<file path="src/rtl/saturn_bus_arbiter.sv">
// rtl/saturn_bus_arbiter.sv - shares the Saturn bus controller among fetch, data and system requesters
// Fetch is the background owner; data/sys preempt it and the fetch PC is restored with LOAD_PC afterwards.
module saturn_bus_arbiter #(
  parameter int ADDR_W  = 20,
  parameter int LEN_W   = 4,
  parameter int TMO_MAX = 63
) (
  input  logic              i_clk,
  input  logic              i_reset,
  input  logic              i_fetch_req,
  input  logic              i_fetch_jump,
  input  logic [ADDR_W-1:0] i_fetch_addr,
  output logic              o_fetch_gnt,
  input  logic              i_data_req,
  input  logic              i_data_we,
  input  logic [ADDR_W-1:0] i_data_addr,
  input  logic [LEN_W-1:0]  i_data_len,
  output logic              o_data_gnt,
  output logic              o_data_done,
  input  logic              i_sys_req,
  input  logic              i_sys_op,
  input  logic [ADDR_W-1:0] i_sys_addr,
  output logic              o_sys_gnt,
  output logic              o_sys_done,
  output logic              o_load_pc,
  output logic              o_cmd_load_dp,
  output logic              o_cmd_dp_write,
  output logic              o_cmd_config,
  output logic              o_cmd_reset,
  output logic [ADDR_W-1:0] o_address,
  input  logic              i_bus_stalled,
  input  logic              i_nib_strobe,
  output logic              o_error,
  output logic [1:0]        o_owner
);

  localparam int TW = $clog2(TMO_MAX + 1);

  typedef enum logic [2:0] {
    S_IDLE,
    S_FETCH,
    S_DATA_ADDR,
    S_DATA_XFER,
    S_SYS_WAIT,
    S_SYS_END,
    S_RESTORE_PC
  } state_t;

  state_t              state_q;
  logic [ADDR_W-1:0]   pc_q;
  logic                pc_valid_q;
  logic [TW-1:0]       tmo_q;
  logic                seen_q;
  logic                sent_q;
  logic                we_q;
  logic [LEN_W-1:0]    len_q;
  logic [LEN_W-1:0]    cnt_q;
  logic                fetch_gnt_q;
  logic                data_gnt_q;
  logic                data_done_q;
  logic                sys_gnt_q;
  logic                sys_done_q;
  logic                load_pc_q;
  logic                load_dp_q;
  logic                dp_write_q;
  logic                config_q;
  logic                reset_q;
  logic [ADDR_W-1:0]   address_q;
  logic                error_q;
  logic [1:0]          owner_q;

  logic waiting;
  logic tmo_hit;
  logic stall_fall;
  logic arb_ok;

  assign waiting    = (state_q == S_DATA_ADDR) || (state_q == S_DATA_XFER) ||
                      (state_q == S_SYS_WAIT)  || (state_q == S_RESTORE_PC);
  assign tmo_hit    = waiting && (tmo_q == TW'(TMO_MAX - 1));
  // seen_q remembers that the controller went busy, so a low level afterwards is its falling edge
  assign stall_fall = seen_q && !i_bus_stalled;
  // fetch is only interrupted between nibbles
  assign arb_ok     = (state_q == S_IDLE) || !i_nib_strobe;

  always_ff @(posedge i_clk or negedge i_reset) begin
    if (!i_reset) begin
      state_q     <= S_IDLE;
      pc_q        <= '0;
      pc_valid_q  <= 1'b0;
      tmo_q       <= '0;
      seen_q      <= 1'b0;
      sent_q      <= 1'b0;
      we_q        <= 1'b0;
      len_q       <= '0;
      cnt_q       <= '0;
      fetch_gnt_q <= 1'b0;
      data_gnt_q  <= 1'b0;
      data_done_q <= 1'b0;
      sys_gnt_q   <= 1'b0;
      sys_done_q  <= 1'b0;
      load_pc_q   <= 1'b0;
      load_dp_q   <= 1'b0;
      dp_write_q  <= 1'b0;
      config_q    <= 1'b0;
      reset_q     <= 1'b0;
      address_q   <= '0;
      error_q     <= 1'b0;
      owner_q     <= 2'd0;
    end else begin
      load_pc_q   <= 1'b0;
      load_dp_q   <= 1'b0;
      data_done_q <= 1'b0;
      sys_done_q  <= 1'b0;
      if (tmo_hit) begin
        // abort: complete the pending handshake so the requester is not left hanging
        error_q     <= 1'b1;
        data_done_q <= (state_q == S_DATA_ADDR) || (state_q == S_DATA_XFER);
        sys_done_q  <= (state_q == S_SYS_WAIT);
        dp_write_q  <= 1'b0;
        config_q    <= 1'b0;
        reset_q     <= 1'b0;
        fetch_gnt_q <= 1'b0;
        data_gnt_q  <= 1'b0;
        sys_gnt_q   <= 1'b0;
        owner_q     <= 2'd0;
        pc_valid_q  <= 1'b0;
        seen_q      <= 1'b0;
        sent_q      <= 1'b0;
        tmo_q       <= '0;
        state_q     <= S_IDLE;
      end else begin
        case (state_q)
          S_IDLE, S_FETCH: begin
            if (state_q == S_FETCH && i_nib_strobe) begin
              pc_q <= pc_q + ADDR_W'(1);
            end
            if (state_q == S_FETCH && i_fetch_req && i_fetch_jump) begin
              pc_q       <= i_fetch_addr;
              pc_valid_q <= 1'b1;
              load_pc_q  <= 1'b1;
              address_q  <= i_fetch_addr;
            end else if (arb_ok && i_sys_req) begin
              state_q     <= S_SYS_WAIT;
              fetch_gnt_q <= 1'b0;
              sys_gnt_q   <= 1'b1;
              owner_q     <= 2'd3;
              config_q    <= !i_sys_op;
              reset_q     <= i_sys_op;
              address_q   <= i_sys_addr;
              if (i_sys_op) begin
                pc_valid_q <= 1'b0;
              end
              seen_q      <= 1'b0;
              tmo_q       <= '0;
            end else if (arb_ok && i_data_req) begin
              state_q     <= S_DATA_ADDR;
              fetch_gnt_q <= 1'b0;
              data_gnt_q  <= 1'b1;
              owner_q     <= 2'd2;
              load_dp_q   <= 1'b1;
              address_q   <= i_data_addr;
              we_q        <= i_data_we;
              len_q       <= i_data_len;
              seen_q      <= 1'b0;
              tmo_q       <= '0;
            end else if (i_fetch_req && (i_fetch_jump || pc_valid_q)) begin
              state_q     <= S_FETCH;
              fetch_gnt_q <= 1'b1;
              owner_q     <= 2'd1;
              if (i_fetch_jump) begin
                pc_q       <= i_fetch_addr;
                pc_valid_q <= 1'b1;
                load_pc_q  <= 1'b1;
                address_q  <= i_fetch_addr;
              end
            end else begin
              state_q     <= S_IDLE;
              fetch_gnt_q <= 1'b0;
              owner_q     <= 2'd0;
            end
          end

          S_DATA_ADDR: begin
            if (stall_fall) begin
              state_q    <= S_DATA_XFER;
              dp_write_q <= we_q;
              cnt_q      <= '0;
              seen_q     <= 1'b0;
              tmo_q      <= '0;
            end else begin
              seen_q <= seen_q || i_bus_stalled;
              tmo_q  <= tmo_q + TW'(1);
            end
          end

          S_DATA_XFER: begin
            if (i_nib_strobe && cnt_q == len_q) begin
              state_q     <= S_RESTORE_PC;
              data_done_q <= 1'b1;
              data_gnt_q  <= 1'b0;
              owner_q     <= 2'd0;
              dp_write_q  <= 1'b0;
              sent_q      <= 1'b0;
              seen_q      <= 1'b0;
              tmo_q       <= '0;
            end else begin
              if (i_nib_strobe) begin
                cnt_q <= cnt_q + LEN_W'(1);
              end
              tmo_q <= tmo_q + TW'(1);
            end
          end

          S_SYS_WAIT: begin
            if (stall_fall) begin
              state_q    <= S_SYS_END;
              config_q   <= 1'b0;
              reset_q    <= 1'b0;
              sys_done_q <= 1'b1;
              seen_q     <= 1'b0;
              tmo_q      <= '0;
            end else begin
              seen_q <= seen_q || i_bus_stalled;
              tmo_q  <= tmo_q + TW'(1);
            end
          end

          S_SYS_END: begin
            state_q   <= S_RESTORE_PC;
            sys_gnt_q <= 1'b0;
            owner_q   <= 2'd0;
            sent_q    <= 1'b0;
            seen_q    <= 1'b0;
            tmo_q     <= '0;
          end

          S_RESTORE_PC: begin
            if (!pc_valid_q) begin
              state_q <= S_IDLE;
              tmo_q   <= '0;
            end else if (!sent_q) begin
              load_pc_q <= 1'b1;
              address_q <= pc_q;
              sent_q    <= 1'b1;
              tmo_q     <= tmo_q + TW'(1);
            end else if (stall_fall) begin
              state_q <= S_IDLE;
              seen_q  <= 1'b0;
              sent_q  <= 1'b0;
              tmo_q   <= '0;
            end else begin
              seen_q <= seen_q || i_bus_stalled;
              tmo_q  <= tmo_q + TW'(1);
            end
          end

          default: begin
            state_q <= S_IDLE;
          end
        endcase
      end
    end
  end

  assign o_fetch_gnt    = fetch_gnt_q;
  assign o_data_gnt     = data_gnt_q;
  assign o_data_done    = data_done_q;
  assign o_sys_gnt      = sys_gnt_q;
  assign o_sys_done     = sys_done_q;
  assign o_load_pc      = load_pc_q;
  assign o_cmd_load_dp  = load_dp_q;
  assign o_cmd_dp_write = dp_write_q;
  assign o_cmd_config   = config_q;
  assign o_cmd_reset    = reset_q;
  assign o_address      = address_q;
  assign o_error        = error_q;
  assign o_owner        = owner_q;

endmodule

</file>
<file path="config.mk">
export PLATFORM = sky130hd
export DESIGN_NAME = saturn_bus_arbiter
export DESIGN_NICKNAME = d
export VERILOG_FILES = /design/src/rtl/saturn_bus_arbiter.sv
export SDC_FILE = /design/constraint.sdc
export NUM_CORES = 1
export LEC_CHECK = 0
export CORE_ASPECT_RATIO = 1.25
export CORE_MARGIN = 5
export CORE_UTILIZATION = 46
export DETAILED_ROUTE_END_ITERATION = 7
export HOLD_SLACK_MARGIN = 0.03
export PLACE_DENSITY = 0.85
export SLEW_MARGIN = 20
export SYNTH_ARGS = -nofsm -noshare
export SYNTH_HDL_FRONTEND = slang
export SYNTH_SLANG_ARGS = --single-unit
</file>
<file path="constraint.sdc">
create_clock -name i_clk -period 1.9 [get_ports i_clk]
set_input_delay 0.38 -clock i_clk [delete_from_list [all_inputs] [get_ports i_clk]]
set_output_delay 0.38 -clock i_clk [all_outputs]
set_load 0.1 [all_outputs]
</file>
## After elaboration in Yosys (flattened, before gate mapping)

Index checks and enable logic that the tools add are counted.

- Add/subtract/negate cells: 3
- Equal/unequal tests: 30
- Mux-type cells: 115
- Bitwise operators: 3
- Reductions and logical operators: 48

Operators with widths:

| cell | number |
|---|---|
| 2-to-1 mux 20 bit | 13 |
| 2-to-1 mux 1 bit | 63 |
| 2-to-1 mux 6 bit | 8 |
| case mux 20 bit (2 select lines) | 1 |
| case mux 6 bit (5 select lines) | 1 |
| 2-to-1 mux 3 bit | 9 |
| inequality test 3 bit (second input constant) | 8 |
| adder 20 x 1 -> 20 bit (second input constant) | 1 |
| inequality test 4 bit (second input constant) | 5 |
| AND reduction 5 bit | 4 |
| case mux 3 bit (6 select lines) | 1 |
| AND reduction 6 bit | 3 |
| nonzero test 4 bit | 4 |
| AND reduction 3 bit | 5 |
| 2-to-1 mux 2 bit | 6 |
| 2-to-1 mux 4 bit | 3 |
| inequality test 2 bit (second input constant) | 6 |
| case mux 1 bit (2 select lines) | 6 |
| nonzero test 3 bit | 4 |
| inequality test 5 bit (second input constant) | 2 |
| == test 3 bit (second input constant) | 3 |
| logical AND 1 bit | 9 |
| case mux 4 bit (2 select lines) | 1 |
| adder 6 x 1 -> 6 bit (second input constant) | 1 |
| 18 further kinds | 32 |

- Bits in registers: 74
- Bits of input ports: 74
- Output and inout bits: 33

## Longest topological paths before layout

Gate-level depths: netlist of the first run.

- Depth in word-level cells: 8
- Mapped depth: 9
- Mapped depth without buffers: 6

## Least setup slack after synthesis of the first run

No wires, ideal clock.

- Path type: register -> register
- From: register state_q[2]
- To: register pc_q[16]
- Library setup time: 0.128 ns
- Data arrival time: 1.646 ns
- Required time: 1.772 ns
- Slack: 0.126 ns
- Stages on the path, launching flop included: 9
- Buffers on the path: 3
- Period minus slack after synthesis: 1.774 ns
- Path through: dfrtp_1 -> buf_4 -> or3b_1 -> a31oi_2 -> buf_6 -> buf_2 -> nor3_1 -> mux2i_1 -> nand3_1

- Word-level cells in the longest chain between the ends: 8
- Elaborated cells between the ends (all ways): 25
- Those cells by class: eq/ne: 5; mux: 6; bitwise: 1; reduce/logical: 13

RTL lines:

| element | line | source |
|---|---|---|
| start: declaration | 49 | `state_t state_q;` |
| start signal: assignment | 87 | `state_q <= S_IDLE;` |
| start signal: assignment | 130 | `state_q <= S_IDLE;` |
| start signal: assignment | 143 | `state_q <= S_SYS_WAIT;` |
| == test 3 x 1 -> 1 bit | 132, 134, 137 |  |
| logical AND 1 bit | 134 | `if (state_q == S_FETCH && i_nib_strobe) begin` |
| 2-to-1 mux 20 bit | 134 |  |
| 2-to-1 mux 20 bit | 170 | `if (i_fetch_jump) begin` |
| 2-to-1 mux 20 bit | 166 | `end else if (i_fetch_req && (i_fetch_jump \|\| pc_valid_q)) begin` |
| 2-to-1 mux 20 bit | 155 | `end else if (arb_ok && i_data_req) begin` |
| 2-to-1 mux 20 bit | 142 | `end else if (arb_ok && i_sys_req) begin` |
| 2-to-1 mux 20 bit | 137 | `if (state_q == S_FETCH && i_fetch_req && i_fetch_jump) begin` |
| end signal: assignment | 135 | `pc_q <= pc_q + ADDR_W'(1);` |
| end signal: assignment | 138 | `pc_q <= i_fetch_addr;` |
| end signal: assignment | 171 | `pc_q <= i_fetch_addr;` |
| end: declaration | 50 | `logic [ADDR_W-1:0] pc_q;` |

Several ways; a longest one is shown, not always the timed one.
A chain may end at the register's enable or synchronous reset.

## Worst setup path in the final report of the first run

- From: input port i_sys_req
- To: register address_q[11], in the netlist o_address[11]

- Word-level cells in the longest chain between the ends: 4
- Elaborated cells between the ends (all ways): 7
- Those cells by class: eq/ne: 2; mux: 3; reduce/logical: 2

RTL lines:

| element | line | source |
|---|---|---|
| start: declaration | 20 | `input logic i_sys_req,` |
| logical AND 1 bit (*) | 142 |  |
| 2-to-1 mux 20 bit | 142 |  |
| 2-to-1 mux 20 bit | 137 |  |
| case mux 20 bit (2 select lines) | 132 | `case (state_q)` |
| end signal: assignment | 141 | `address_q <= i_fetch_addr;` |
| end signal: assignment | 149 | `address_q <= i_sys_addr;` |
| end signal: assignment | 161 | `address_q <= i_data_addr;` |
| end: declaration | 68 | `logic [ADDR_W-1:0] address_q;` |

Every way passes the cells marked *; elsewhere a longest branch is shown, timed or not.

==> results of run 1 <==
-- metal layers --
| metal | up-vias | wire length (µm) | global-route usage |
|---|---|---|---|
| met5 | - | 0 | 0 |
| met4 | 0 | 466 | 0.09688 |
| met3 | 42 | 1161 | 0.04986 |
| met2 | 225 | 8616 | 0.4592 |
| met1 | 2522 | 5788 | 0.2826 |
| li1 | 2428 | - | - |
-- cells by family after synthesis --
family          after synthesis  share of synthesized area
flops                        74                     0.3899
compound gates              221                     0.3003
buf+inv                      54                    0.05558
xor+xnor                      4                   0.007375
mux                          10                    0.02292
simple gates                198                     0.2134
fa+ha+maj                     4                    0.01054
-- area by class of cell --
type	count	area share
clock inverters	4	0.006918
multi-input cells	438	0.3860
inverters	8	0.004151
repair buffers	197	0.2888
clock buffers	12	0.03545
flip-flops and latches	74	0.2563
well taps	129	0.02231
-- through the flow --
step	utilization	hold WS, ns	area (µm²)	setup TNS, ns	setup slack (ns)
global placement	0.6631	0.4406	6701	-12.62	-0.2784
finish	0.7159	0.06408	7234	-0.3016	-0.04781
detailed placement	0.6631	0.4450	6701	-13.71	-0.3215
global route	0.7159	0.1158	7234	-1.466	-0.07320
CTS	0.6958	0.08632	7032	0	0.005859
floorplan	-	0.08441	4750	0	0.1259
-- power by group through the flow --
stage | clock [mW] | combinational [mW] | sequential (mW)
2_1_floorplan | 0 | 2.93 | 4.59
3_3_place_gp | 0 | 7.27 | 2.84
3_5_place_dp | 0 | 7.42 | 2.88
4_1_cts | 1.76 | 7.49 | 2.86
5_1_grt | 1.82 | 8.36 | 2.95
6_report | 1.74 | 7.85 | 2.88
-- worst register-to-register path: cells and delay by family (launching register included) --
kind,cells,cell delay [ns]
AO/OA/AOI/OAI,4,0.80
buffers and inverters,3,0.52
flip-flops,1,0.48
-- placed cells by master, fill, tap and decap left out, types with 4 or more instances in the layout --
cell and n:
buf_4 86, dfrtp_1 72, clkdlybuf4s50_1 70, nand2_1 64, a21oi_1 53, o21ai_0 46
nor2_1 36, buf_12 31, a22oi_1 22, nand3_1 21, o31ai_1 11, a21o_1 10
nand4_1 10, and3_1 10, clkbuf_16 10, o21ai_1 9, inv_1 8, nand2b_1 8
a21oi_2 8, o31ai_2 8, mux2_2 7, and2_1 7, o22ai_1 6, o211ai_1 6
a31oi_1 6, buf_6 6, nor3_1 5, or4_1 5, xnor2_1 4, or2_2 4
-- final timing paths --
kind / from / endpoint / cells past startpoint
min in group i_clk: o_address[13] / o_address[13] / 2
worst max-delay path: i_sys_req / o_address[11] / 7
worst min-delay path: i_reset / o_address[8] / 2
worst min register to register: o_address[13] / o_address[13] / 2
max in group asynchronous: i_reset / o_address[19] / 2
worst max register to register: state_q[2] / o_address[2] / 7
-- sequential cells by signal (all words and copies together), names as in the netlist --
signal / flops
sent_q: 1
o_cmd_load_dp: 1
o_fetch_gnt: 1
o_sys_done: 1
tmo_q: 6
o_error: 1
o_cmd_dp_write: 1
o_data_done: 1
seen_q: 1
pc_valid_q: 1
state_q: 3
len_q: 4
o_data_gnt: 1
o_sys_gnt: 1
o_address: 20
we_q: 1
o_owner: 2
o_cmd_config: 1
cnt_q: 4
pc_q: 20
o_load_pc: 1
o_cmd_reset: 1
-- timing repair --
item | in CTS | in global routing
buffers inserted | 1 | 1
resized for setup | 4 | 45
gates cloned | 0 | 2
pin swaps | 2 | 10
endpoints found under the setup margin | 27 | 52
==> results_dict.tcl, run 1 <==
set metrics [dict create \
    status "complete, but fails checks" \
    violations "negative setup slack" \
    grt_setup_unrepaired "yes" \
    hold_violations 0 \
    crit_path_cell_trace "clkdlybuf4s50_1 > or2_2 > o211ai_1 > buf_4 > buf_12 > a21oi_1 > o31ai_1" \
    drt-vias-per-instance 6.052 \
    p_total_mw 12.47 \
    synth_top_flop_cell "dfrtp_1" \
    numPortBuffers 106 \
    cp_slowest_cell "clkdlybuf4s50_1" \
    layout.cells.non_filler 862 \
    clock_skew_ns 0.005790 \
    seq_area_mm2 0.001854 \
    power_frac_clock 0.139 \
    grt_pass1_wl_mm 24.97 \
    fin_ws_ns -0.04781 \
    tightest_slew_ns 0.3995 \
    path_delay_family "buffers and inverters" \
    crit_path_start_kind "primary input" \
    start_util 0.4700 \
    htree_levels 3 \
    grt_max_degree 75 \
    r2r_slack_ns -0.03 \
    synth_area_leaders "dfrtp_1 (39%), a21oi_1 (6.3%), o21ai_0 (5.4%), nand2_1 (5.1%), a22oi_1 (3.5%)" \
    required_ns 2.14 \
    synth.distinct_cells 69 \
    diodes 0 \
    async_reset_ff_frac 1.000 \
    core_mm2 0.01011 \
    rows 41 \
    synthTopCellsByCount "dfrtp_1 (74), nand2_1 (65), a21oi_1 (60), o21ai_0 (51), nor2_1 (37)" \
    critPathCaptureType "flip-flop" \
    cts.sinks 74 \
    root_buffer "clkbuf_16" \
    netlist_area_mm2 0.004750 \
    ys_seq_area_frac 0.3899 \
    slowest_delay_ns 0.50 \
    tritoncts "built" \
    fillers 740 \
    yosysMostFrequentCell "dfrtp_1" \
    antenna_found_initial 0 \
    vdd_drop_max_v 0.0008320 \
    drc 0 \
    seqPwrFrac 0.231 \
    synth_area_leader_cell "dfrtp_1" \
    fin_crit_sh 1.025 \
    drt_iter0_drc 300 \
    clk_latency_ns 0.34 \
    wl_per_cell_um 18.60 \
    layout.nets 806 \
    die_w_um 100.9 \
    syn-mean-instance-area_um2 8.406 \
    syn_inst 565 \
    switching_share 0.4879 \
    gp_congestion 0.9010 \
    track_usage 0.2502 \
    powerDensity_mw_per_mm2 1724 \
    worstSetupPathType "in2reg" \
    firstDrtPassIters 5 \
    ys_ff_latch 74 \
    p_int_mw 6.388 \
    grt_overflow_total 0 \
    synth_edf_count 0 \
    cp.arrival_ns 2.19 \
    relSlewSlack 0.7317 \
    clockBufferDepth 2 \
    netSwitchingPower_mw 6.085 \
    drive_gt1_frac 0.2674 \
    dp_hpwl_mm 11.39 \
    ios 107 \
    placedCellCount 842 \
    min_path_type "in2async" \
    die_area_mm2 0.01247 \
    drt-total-wl_mm 16.03 \
    critPathMaxFanout 10 \
    combPwrFrac 0.630 \
    ys_warn_count 0 \
    drtAntennaViolNets 0 \
    tritoncts.num_buffers 9 \
    maxCapViolCount 0 \
    first_global_vias 5202 \
    cts_hold_buffers 0 \
    fp.dieH_um 123.6 \
    num_vias 5217 \
    period_minus_slack_ns 1.948 \
    power_leakage_nw 3.138 \
    slew_viol_final 0 \
    setup_viol 21 \
    multi_input_area_mm2 0.002793 \
    fmax_ghz 0.5134 \
    worst-path-buf-inv 3 \
    area_delta_synth_final_pct 52.32 \
    yosysTopAreaCellShare 0.3899 \
    path_clk_slew_ns 0.06 \
    syn_nets 643 \
]
(Power assumes the default switching activity.)
==> run 2, diff against run 1 <==
- REMOVE_ABC_BUFFERS: not set -> 1
==> results_dict.tcl, run 2 (synthesis results as in run 1) <==
set metrics [dict create \
    maxCapViolCount 0 \
    hold_ws_ns 0.07277 \
    dr_wl_met3_mm 1.147 \
    wl_per_cell_um 18.44 \
    layout.nets 809 \
    rows 41 \
    grt_pass1_wl_mm 25.41 \
    fin_crit_sh 0.9811 \
    cts_hold_buffers 0 \
    die_w_um 100.9 \
    grt_setup_unrepaired "yes" \
    cts.sinks 74 \
    status "complete, no violations" \
    design_area_mm2 0.007126 \
    drt_iter0_drc 297 \
    path_clk_slew_ns 0.06 \
    die_area_mm2 0.01247 \
    cp_slowest_cell "clkdlybuf4s50_1" \
    slew_viol_final 0 \
    period_minus_slack_ns 1.864 \
    firstDrtPassIters 6 \
    clock_skew_ns 0.006225 \
    worstSetupPathType "in2reg" \
    drc 0 \
    track_usage 0.2553 \
    tritoncts "built" \
    tritoncts.num_buffers 9 \
    fp.dieH_um 123.6 \
    tightest_slew_ns 0.3970 \
    crit_path_start_kind "primary input" \
    core_mm2 0.01011 \
    placedCellCount 844 \
    gp_congestion 0.9290 \
    root_buffer "clkbuf_16" \
    clk_latency_ns 0.34 \
    min_path_type "in2async" \
    critPathMaxFanout 7 \
    dp_hpwl_mm 11.33 \
    powerDensity_mw_per_mm2 1720 \
    diodes 0 \
    vdd_drop_max_v 0.0009930 \
    clockBufferDepth 2 \
    num_vias 5265 \
    drt-vias-per-instance 6.087 \
    numPortBuffers 106 \
    power_leakage_nw 3.122 \
    drtAntennaViolNets 0 \
    grt_overflow_total 0 \
    top_layer "met4" \
    start_util 0.4700 \
    ios 107 \
    crit_path_cell_trace "clkdlybuf4s50_1 > or2_2 > o211ai_1 > buf_4 > buf_4 > a21oi_1 > o31ai_1" \
    slowest_delay_ns 0.49 \
    timing.critical_path.mode_cell "buf_4" \
    hold_violations 0 \
    relSlewSlack 0.7325 \
    drt-total-wl_mm 15.95 \
    dpl_cell_area_mm2 0.006679 \
    setup_viol 0 \
    antenna_found_initial 0 \
    met2_length_mm 8.505 \
    drive_gt1_frac 0.2554 \
    layout_commonest_cell "buf_4" \
    final_cell_mix "buf_4 (95), dfrtp_1 (72), clkdlybuf4s50_1 (70)" \
    grt_max_degree 75 \
    required_ns 2.14 \
    place_ws_ns -0.3738 \
    htree_levels 3 \
    worst-path-buf-inv 3 \
    area_delta_synth_final_pct 50.03 \
    first_global_vias 5312 \
    m1WireLength_mm 5.882 \
    fin_ws_ns 0.03595 \
    cp.arrival_ns 2.11 \
    layout.cells.non_filler 865 \
    critPathCaptureType "flip-flop" \
    fmax_ghz 0.5365 \
    path_delay_family "buffers and inverters" \
]
[run 2: changes by cell type in the layout (fill, tap and decap cells not counted), moves of 3 or more]
cell	delta
a21oi_2	-3
buf_12	-3
o31ai_2	-8
buf_4	+9
o31ai_1	+8
a21oi_1	+3
[run 2: worst reg2reg max path: cells and delay by family (launching register included)]
kind	cells	cell delay, ns
AO/OA/AOI/OAI	2	0.27
buffers and inverters	3	0.46
flip-flops	1	0.38
AND/OR/NAND/NOR	3	0.68
[run 2: through the flow]
step	power [mW]	TNS, ns	utilization
final	12.25	0	0.7051
after global routing	12.90	-0.1063	0.7051
after CTS	12.03	0	0.6907
after detailed placement	10.26	-15.16	0.6609
after global placement	10.05	-13.03	0.6609
after floorplan	7.227	-50.34	-
[run 2: what timing repair did]
item / in CTS / in global routing
cloned: 0 / 1
pin swaps: 0 / 6
setup endpoints to repair: 5 / 50
resized for setup: 3 / 32
buffers inserted: 0 / 4
[run 2: worst paths after layout]
kind | cells after the start | end | start | slack (ns)
max in group asynchronous | 2 | state_q[1] | i_reset | 1.49
min reg2reg | 2 | o_address[13] | o_address[13] | 0.48
max | 7 | o_address[10] | i_data_req | 0.04
min in group i_clk | 2 | o_address[13] | o_address[13] | 0.48
min | 2 | o_address[5] | i_reset | 0.07
max reg2reg | 8 | pc_q[18] | state_q[0] | 0.04
[run 2: report_power, final]
group          total (mW)  internal (mW)  switching, mW
Sequential           2.89           2.23          0.666
Clock                1.71           1.05          0.659
Combinational        7.65           2.96           4.69
Total                12.3           6.24           6.01
[run 2: cell type report]
type / count / area [µm²]
timing repair buffer: 201 / 2061
sequential: 74 / 1854
clock buffer: 11 / 242.7
multi-input combinational: 437 / 2723
clock inverter: 5 / 53.80
tap: 129 / 161.4
inverter: 8 / 30.03
fill: 745 / 2980
[run 2: routing by layer]
layer | track usage | up-vias
li1 | - | 2431
met1 | 0.2889 | 2533
met2 | 0.4736 | 250
met3 | 0.04202 | 51
met4 | 0.1011 | 0
met5 | 0 | -
==> run 3, diff against run 2 <==
- GPL_ROUTABILITY_DRIVEN: not set -> 1
- SLEW_MARGIN: 20 -> 40
==> results of run 3 <==
Final layout, timing and power as in run 2 (identical DEF).
